--- src/rtl/acc_27_pkg.sv ---
// rtl/acc_27_pkg.sv - shared types, widths, cfg field slices and rounding helper for acc_27
package hevc_acc_pkg;

  localparam int PROD_W = 27;
  localparam int ACC_W  = 32;
  localparam int RES_W  = 16;

  localparam int TAPS_MSB  = 7;
  localparam int TAPS_LSB  = 4;
  localparam int SHIFT_MSB = 3;
  localparam int SHIFT_LSB = 0;

  localparam logic signed [ACC_W-1:0] RES_MAX = ACC_W'((2 ** (RES_W - 1)) - 1);
  localparam logic signed [ACC_W-1:0] RES_MIN = -ACC_W'(2 ** (RES_W - 1));

  typedef enum logic {
    IDLE  = 1'b0,
    ACCUM = 1'b1
  } state_e;

  // Round half up, then arithmetic shift right; shift of 0 passes the sum through.
  function automatic logic signed [ACC_W-1:0] round_shift(
    input logic signed [ACC_W-1:0] sum,
    input logic [3:0]              shift
  );
    logic signed [ACC_W-1:0] rnd;
    rnd = (shift == 4'd0) ? '0 : (ACC_W'(1) << (shift - 4'd1));
    return (sum + rnd) >>> shift;
  endfunction

endpackage

--- src/rtl/acc_27_if.sv ---
// rtl/acc_27_if.sv - first-word-fall-through multi-flux FIFO read and write interfaces
interface read_interface #(
  parameter int DW = 28,
  parameter int N  = 2
);
  logic [DW-1:0] dout;
  logic [N-1:0]  empty;
  logic [N-1:0]  read;

  modport actor (input dout, input empty, output read);
  modport fifo  (output dout, output empty, input read);
endinterface

interface write_interface #(
  parameter int DW = 17,
  parameter int N  = 2
);
  logic [DW-1:0] din;
  logic [N-1:0]  full;
  logic [N-1:0]  write;

  modport actor (output din, output write, input full);
  modport fifo  (input din, input write, output full);
endinterface

--- src/rtl/acc_27_arb.sv ---
// rtl/acc_27_arb.sv - combinational lowest-index eligible-flux picker
module acc_27_arb #(
  parameter int  FLUX  = 2,
  localparam int TAG_W = $clog2(FLUX)
) (
  input  logic [FLUX-1:0]  in_accum,
  input  logic [FLUX-1:0]  last,
  input  logic [FLUX-1:0]  cfg_empty,
  input  logic [FLUX-1:0]  prod_empty,
  input  logic [FLUX-1:0]  res_full,
  output logic [TAG_W-1:0] sel_tag,
  output logic             sel_valid
);

  // Scan from the top down so the lowest eligible index is the one that sticks.
  always_comb begin
    sel_tag   = '0;
    sel_valid = 1'b0;
    for (int i = FLUX - 1; i >= 0; i--) begin
      if ((!in_accum[i] && !cfg_empty[i]) ||
          (in_accum[i] && !prod_empty[i] && (!last[i] || !res_full[i]))) begin
        sel_tag   = TAG_W'(i);
        sel_valid = 1'b1;
      end
    end
  end

endmodule

--- src/rtl/acc_27.sv ---
// rtl/acc_27.sv - multi-flux NUM_TAPS accumulator with round/shift; ACC_27_SAT_EN enables output saturation
module acc_27
  import hevc_acc_pkg::*;
#(
  parameter int  FLUX  = 2,
  localparam int TAG_W = $clog2(FLUX)
) (
  input  logic          clk,
  input  logic          rst,
  read_interface.actor  read_port_prod,
  read_interface.actor  read_port_cfg,
  write_interface.actor write_port_res
);

  state_e                  state_q [FLUX];
  state_e                  state_d [FLUX];
  logic signed [ACC_W-1:0] acc_q   [FLUX];
  logic signed [ACC_W-1:0] acc_d   [FLUX];
  logic [3:0]              cnt_q   [FLUX];
  logic [3:0]              cnt_d   [FLUX];
  logic [4:0]              taps_q  [FLUX];
  logic [4:0]              taps_d  [FLUX];
  logic [3:0]              shift_q [FLUX];
  logic [3:0]              shift_d [FLUX];

  logic [FLUX-1:0]  in_accum;
  logic [FLUX-1:0]  last;
  logic [TAG_W-1:0] sel_tag;
  logic             sel_valid;

  logic signed [PROD_W-1:0] prod;
  logic signed [ACC_W-1:0]  sum;
  logic signed [ACC_W-1:0]  r;
  logic [RES_W-1:0]         res;
  logic [3:0]               cfg_taps;
  logic                     unused_tags;

  // Input tag bits carry no meaning here; the served flux index is the tag.
  assign unused_tags = ^{read_port_prod.dout[PROD_W+TAG_W-1:PROD_W],
                         read_port_cfg.dout[8+TAG_W-1:8]};
  assign prod        = read_port_prod.dout[PROD_W-1:0];
  assign cfg_taps    = read_port_cfg.dout[TAPS_MSB:TAPS_LSB];

  // Per-flux status flags feeding the arbiter.
  always_comb begin
    in_accum = '0;
    last     = '0;
    for (int i = 0; i < FLUX; i++) begin
      in_accum[i] = (state_q[i] == ACCUM);
      last[i]     = ({1'b0, cnt_q[i]} == (taps_q[i] - 5'd1));
    end
  end

  acc_27_arb #(.FLUX(FLUX)) u_arb (
    .in_accum   (in_accum),
    .last       (last),
    .cfg_empty  (read_port_cfg.empty),
    .prod_empty (read_port_prod.empty),
    .res_full   (write_port_res.full),
    .sel_tag    (sel_tag),
    .sel_valid  (sel_valid)
  );

  // Datapath for the selected flux: sum, round/shift and optional clamp to RES_W.
  always_comb begin
    sum = acc_q[sel_tag] + {{(ACC_W - PROD_W){prod[PROD_W-1]}}, prod};
    r   = round_shift(sum, shift_q[sel_tag]);
`ifdef ACC_27_SAT_EN
    if (r > RES_MAX) begin
      res = RES_MAX[RES_W-1:0];
    end else if (r < RES_MIN) begin
      res = RES_MIN[RES_W-1:0];
    end else begin
      res = r[RES_W-1:0];
    end
`else
    res = r[RES_W-1:0];
`endif
  end

  // Next-state and FIFO strobes; only the arbitrated flux moves, others hold.
  always_comb begin
    state_d = state_q;
    acc_d   = acc_q;
    cnt_d   = cnt_q;
    taps_d  = taps_q;
    shift_d = shift_q;
    read_port_prod.read  = '0;
    read_port_cfg.read   = '0;
    write_port_res.write = '0;
    write_port_res.din   = '0;
    if (!rst && sel_valid) begin
      if (state_q[sel_tag] == IDLE) begin
        read_port_cfg.read[sel_tag] = 1'b1;
        taps_d[sel_tag]  = (cfg_taps == 4'd0) ? 5'd16 : {1'b0, cfg_taps};
        shift_d[sel_tag] = read_port_cfg.dout[SHIFT_MSB:SHIFT_LSB];
        acc_d[sel_tag]   = '0;
        cnt_d[sel_tag]   = '0;
        state_d[sel_tag] = ACCUM;
      end else if (last[sel_tag]) begin
        read_port_prod.read[sel_tag]  = 1'b1;
        write_port_res.write[sel_tag] = 1'b1;
        write_port_res.din            = {sel_tag, res};
        acc_d[sel_tag]   = '0;
        cnt_d[sel_tag]   = '0;
        state_d[sel_tag] = IDLE;
      end else begin
        read_port_prod.read[sel_tag] = 1'b1;
        acc_d[sel_tag] = sum;
        cnt_d[sel_tag] = cnt_q[sel_tag] + 4'd1;
      end
    end
  end

  // Context registers; reset drops every partial sum.
  always_ff @(posedge clk) begin
    if (rst) begin
      for (int i = 0; i < FLUX; i++) begin
        state_q[i] <= IDLE;
        acc_q[i]   <= '0;
        cnt_q[i]   <= '0;
        taps_q[i]  <= '0;
        shift_q[i] <= '0;
      end
    end else begin
      state_q <= state_d;
      acc_q   <= acc_d;
      cnt_q   <= cnt_d;
      taps_q  <= taps_d;
      shift_q <= shift_d;
    end
  end

endmodule

--- src/flat_wrapper.sv ---
// flat-port wrapper written by rule: the top's interface ports become plain ports
module acc_27_flat import hevc_acc_pkg::*;
#(
  parameter int  FLUX  = 2,
  localparam int TAG_W = $clog2(FLUX)
)
  (clk, rst, read_port_prod_dout, read_port_prod_empty, read_port_prod_read, read_port_cfg_dout, read_port_cfg_empty, read_port_cfg_read, write_port_res_din, write_port_res_write, write_port_res_full);
  read_interface #(.DW(28), .N(2)) read_port_prod_i ();
  read_interface #(.DW(9), .N(2)) read_port_cfg_i ();
  write_interface #(.DW(17), .N(2)) write_port_res_i ();
  input  logic clk;
  input  logic rst;
  input wire logic [$bits(read_port_prod_i.dout)-1:0] read_port_prod_dout;
  input wire logic [$bits(read_port_prod_i.empty)-1:0] read_port_prod_empty;
  output wire logic [$bits(read_port_prod_i.read)-1:0] read_port_prod_read;
  input wire logic [$bits(read_port_cfg_i.dout)-1:0] read_port_cfg_dout;
  input wire logic [$bits(read_port_cfg_i.empty)-1:0] read_port_cfg_empty;
  output wire logic [$bits(read_port_cfg_i.read)-1:0] read_port_cfg_read;
  output wire logic [$bits(write_port_res_i.din)-1:0] write_port_res_din;
  output wire logic [$bits(write_port_res_i.write)-1:0] write_port_res_write;
  input wire logic [$bits(write_port_res_i.full)-1:0] write_port_res_full;
  assign read_port_prod_i.dout = read_port_prod_dout;
  assign read_port_prod_i.empty = read_port_prod_empty;
  assign read_port_prod_read = read_port_prod_i.read;
  assign read_port_cfg_i.dout = read_port_cfg_dout;
  assign read_port_cfg_i.empty = read_port_cfg_empty;
  assign read_port_cfg_read = read_port_cfg_i.read;
  assign write_port_res_din = write_port_res_i.din;
  assign write_port_res_write = write_port_res_i.write;
  assign write_port_res_i.full = write_port_res_full;
  acc_27 #(.FLUX(FLUX)) u_core (.clk(clk), .rst(rst), .read_port_prod(read_port_prod_i), .read_port_cfg(read_port_cfg_i), .write_port_res(write_port_res_i));
endmodule
--- config.mk ---
export PLATFORM = sky130hd
export DESIGN_NAME = acc_27_flat
export DESIGN_NICKNAME = d
export VERILOG_FILES = /design/src/rtl/acc_27_pkg.sv /design/src/rtl/acc_27_if.sv /design/src/rtl/acc_27_arb.sv /design/src/rtl/acc_27.sv /design/src/flat_wrapper.sv
export SDC_FILE = /design/constraint.sdc
export NUM_CORES = 1
export LEC_CHECK = 0
export ABC_AREA = 1
export BUFFER_PORTS_ARGS = -buffer_cell sky130_fd_sc_hd__clkbuf_2
export CORE_ASPECT_RATIO = 1.1
export CORE_UTILIZATION = 65
export DETAILED_ROUTE_END_ITERATION = 10
export PLACE_DENSITY = 0.85
export SKIP_CTS_REPAIR_TIMING = 1
export SLEW_MARGIN = 0
export SYNTH_ARGS = -nofsm -noshare
export SYNTH_HDL_FRONTEND = slang
export SYNTH_HIERARCHICAL = 1
export SYNTH_SLANG_ARGS = --single-unit
--- constraint.sdc ---
create_clock -name clk -period 14.75 [get_ports clk]
set_clock_uncertainty 0.1 [all_clocks]
set_input_delay 1.475 -clock clk [delete_from_list [all_inputs] [get_ports clk]]
set_output_delay 1.475 -clock clk [all_outputs]
set_load 0.01 [all_outputs]
==> results.sh <==
export IMPL_grt_pass1_wl_mm=45.2
export IMPL_setup_tns_ps=0
export IMPL_grt_max_degree=82
export IMPL_wl_met2_mm=13.0
export IMPL_clkLatencyLatePin_ps=350
export IMPL_met1Wirelength_mm=11.6
export IMPL_drtIter0Drc=939
export IMPL_overflow=0
export IMPL_grt_use_total=0.368
export IMPL_design_area_um2=10200
export IMPL_hold_viol=0
export IMPL_worstPathRequired_ps=13180
export IMPL_drive_gt1_frac=0.132
export IMPL_die_area_um2=15200
export IMPL_crit_family="simple AND/OR/NAND/NOR gates"
export IMPL_drc=0
export IMPL_hold_depth=2
export IMPL_area_growth_pct=7.23
export IMPL_ys_types=51
export IMPL_power_internal_mw=0.528
export IMPL_placed_area_um2=9950
export IMPL_slowest_stage="buf_4"
export IMPL_async_reset_ff_frac=0
export IMPL_drtAntennaViolNets=0
export IMPL_layout_nets=1760
export IMPL_clockBufferDepth=2
export IMPL_viasPerCell=5.68
export IMPL_worstPathArrival_ps=7560
export IMPL_syn_nets=1730
export IMPL_dp_hpwl_mm=21.3
export IMPL_leakagePower_nw=5.08
export IMPL_swShare=0.441
export IMPL_yosysTopAreaCell="nand2_1"
export IMPL_endpoint_kind="output pin"
export IMPL_ys_ff_latch=90
export IMPL_status="complete, no violations"
export IMPL_clock_power_share=0.255
export IMPL_num_io_pins=68
export IMPL_cts_num_sinks=90
export IMPL_vias=10558
export IMPL_synth_cells=1634
export IMPL_top_layer="met4"
export IMPL_rows=46
export IMPL_rsz0062_at_grt="no"
export IMPL_timing_rr_end="u_core/acc_q[30]"
export IMPL_avgSynthCellArea_um2=5.85
export IMPL_yosysSeqAreaShare=0.189
export IMPL_cts_buffers=9
export IMPL_synth_warning_count=6
export IMPL_powerDensity_nw_per_um2=92.1
export IMPL_combPwrFrac=0.466
export IMPL_path_common_cell="nand2_1"
export IMPL_hp_class="reg2reg"
export IMPL_slew_viol_final=0
export IMPL_min_period_over_period=0.620
export IMPL_total_power_mw=0.943
export IMPL_cts_tree="built"
export IMPL_netlist_area_leader_share=0.221
export IMPL_yosysMostFrequentCell="nand2_1"
export IMPL_synthesis_area_um2=9560
export IMPL_path_buf_inv=5
export IMPL_min_to="u_core/acc_q[18]"
export IMPL_period_needed_ps=9140
export IMPL_ir_worst_vdd_mv=0.0741
export IMPL_max_freq_mhz=109
export IMPL_clk_pin_slew_ps=70
export IMPL_netlist_top_cells_count="nand2_1, inv_1, nand3_1, nor2_1, dfxtp_1"
export IMPL_crit_type="reg2out"
export IMPL_fp_dieW_um=118
export IMPL_wl_met3_mm=1.83
export IMPL_slowest_delay_ps=530
export IMPL_hold_start="u_core/acc_q[18]"
export IMPL_cts_root_buf="clkbuf_16"
export IMPL_finalSetupViolCount=0
export IMPL_r2r_cells=27
export IMPL_tightest_slew_ps=1200
export IMPL_finalWirelength_mm=27.9
export IMPL_io_buffers=65
export IMPL_switchingPower_mw=0.416
export IMPL_start_util=0.664
export IMPL_gp_congestion=0.981
export IMPL_dr_pass1_iters=6
export IMPL_synth_edf_count=0
export IMPL_reg2reg_from="u_core/taps_q[5]"
export IMPL_fp_coreArea_um2=14400
export IMPL_synth_area_leaders="nand2_1, dfxtp_1, nand3_1"
export IMPL_die_h_um=129
export IMPL_ys_flop_type="dfxtp_1"
export IMPL_r2r_slack_ps=9060
export IMPL_antenna_found_initial=0
export IMPL_n_antenna_cell=0
export IMPL_slew_headroom=0.196
export IMPL_grt_pass1_vias=9499
export IMPL_worstPathMaxFanout=52
export IMPL_maxCapViolCount=0
export IMPL_h_tree_depth=3
export IMPL_wl_per_cell_um=15.0
export IMPL_p_seq_frac=0.279
export IMPL_critical_path_startpoint_type="register"
==> registers in the layout (all words and copies together), names as in the netlist, named ones only <==
register,count
u_core/acc_q,62
u_core/cnt_q,8
u_core/shift_q,8
u_core/taps_q,10
==> placed cells by master (no fill, tap or decap), types with 5 or more instances in the layout <==
cell / count
ha_1: 49
nand3b_1: 6
xnor2_1: 7
inv_2: 8
a21oi_1: 87
nand2_2: 38
nor3_1: 16
clkbuf_2: 65
and2_1: 5
a31oi_1: 9
a21oi_2: 6
nand3_1: 153
nor2_1: 122
nand2_4: 13
nor2_4: 17
or2_2: 7
inv_1: 186
o21ai_0: 41
dfxtp_1: 90
xor2_1: 29
a221oi_1: 5
nand3_2: 17
nand2_1: 562
o211ai_1: 6
o31ai_1: 10
buf_4: 10
a22oi_1: 15
nand4_1: 22
nor2_2: 14
clkbuf_16: 9
==> metrics by stage <==
step	instances	hold WS [ps]	setup WS [ps]	utilization
after detailed placement	1845	353	6030	0.692
after global routing	1860	387	5100	0.712
after CTS	1860	365	5780	0.712
after floorplan	1634	339	7340	-
after global placement	1845	348	6150	0.692
final	1860	364	5610	0.712
==> worst max path at each step <==
stage	start	endpoint	slack, ps	depth (start not counted)
2_1_floorplan	write_port_res_full[0]	write_port_res_din[11]	7340	37
3_3_place_gp	write_port_res_full[0]	write_port_res_din[8]	6150	33
3_5_place_dp	read_port_prod_empty[1]	write_port_res_din[9]	6030	31
4_1_cts	u_core/taps_q[5]	write_port_res_din[9]	5780	36
5_1_grt	u_core/taps_q[5]	write_port_res_din[11]	5100	41
6_report	u_core/taps_q[5]	write_port_res_din[3]	5610	36
==> layer usage <==
layer  track usage  up-vias
li1              -     5324
met2         0.623      386
met3        0.0440       85
met5             0        -
met1         0.455     4763
met4         0.213        0
==> cells by family (layout without fill, tap and decap cells) <==
| family | Yosys count | after routing | synth area share |
|---|---|---|---|
| xor gates and xnor gates | 36 | 36 | 0.0330 |
| DFF | 90 | 90 | 0.189 |
| adders and majority gates | 51 | 51 | 0.0683 |
| AOI/OAI and AO/OA | 202 | 202 | 0.124 |
| and+or+nand+nor | 1003 | 1003 | 0.480 |
| other | 1 | 1 | 0.000392 |
| buffers and inverters | 251 | 285 | 0.106 |
==> power groups by stage <==
stage | sequential, mW | clock (mW) | combinational, mW
floorplan | 0.267 | 0 | 0.338
global placement | 0.268 | 0 | 0.422
detailed placement | 0.269 | 0 | 0.430
CTS | 0.263 | 0.244 | 0.433
global route | 0.265 | 0.253 | 0.490
finish | 0.264 | 0.240 | 0.440
==> final cells by class <==
type | count | area, um2
fillers | 1394 | 4140
clock inverters | 6 | 72.6
well taps | 192 | 240
repair buffers | 75 | 400
multi-input cells | 1293 | 6780
flip-flops and latches | 90 | 1800
clock buffers | 9 | 225
inverters | 195 | 732
==> worst register-to-register path, cell delays in order (launching register included) <==
cell	delay, ps
dfxtp_1	330
inv_1	80
ha_1	310
nand2_1	70
nand4_1	120
nor4_2	490
nand2_1	100
nand2_1	90
nand2_2	80
nor2_4	110
buf_4	530
inv_1	540
buf_4	380
nand2_1	100
nand2_1	100
ha_1	420
nand2_2	160
inv_1	50
nand2_1	60
nand2_1	70
a21oi_1	340
nor3_1	100
nor2_1	160
nand3_1	80
nand2_1	110
inv_1	110
a221oi_1	290
nor2_1	70
Power figures use the tool's default switching activity.
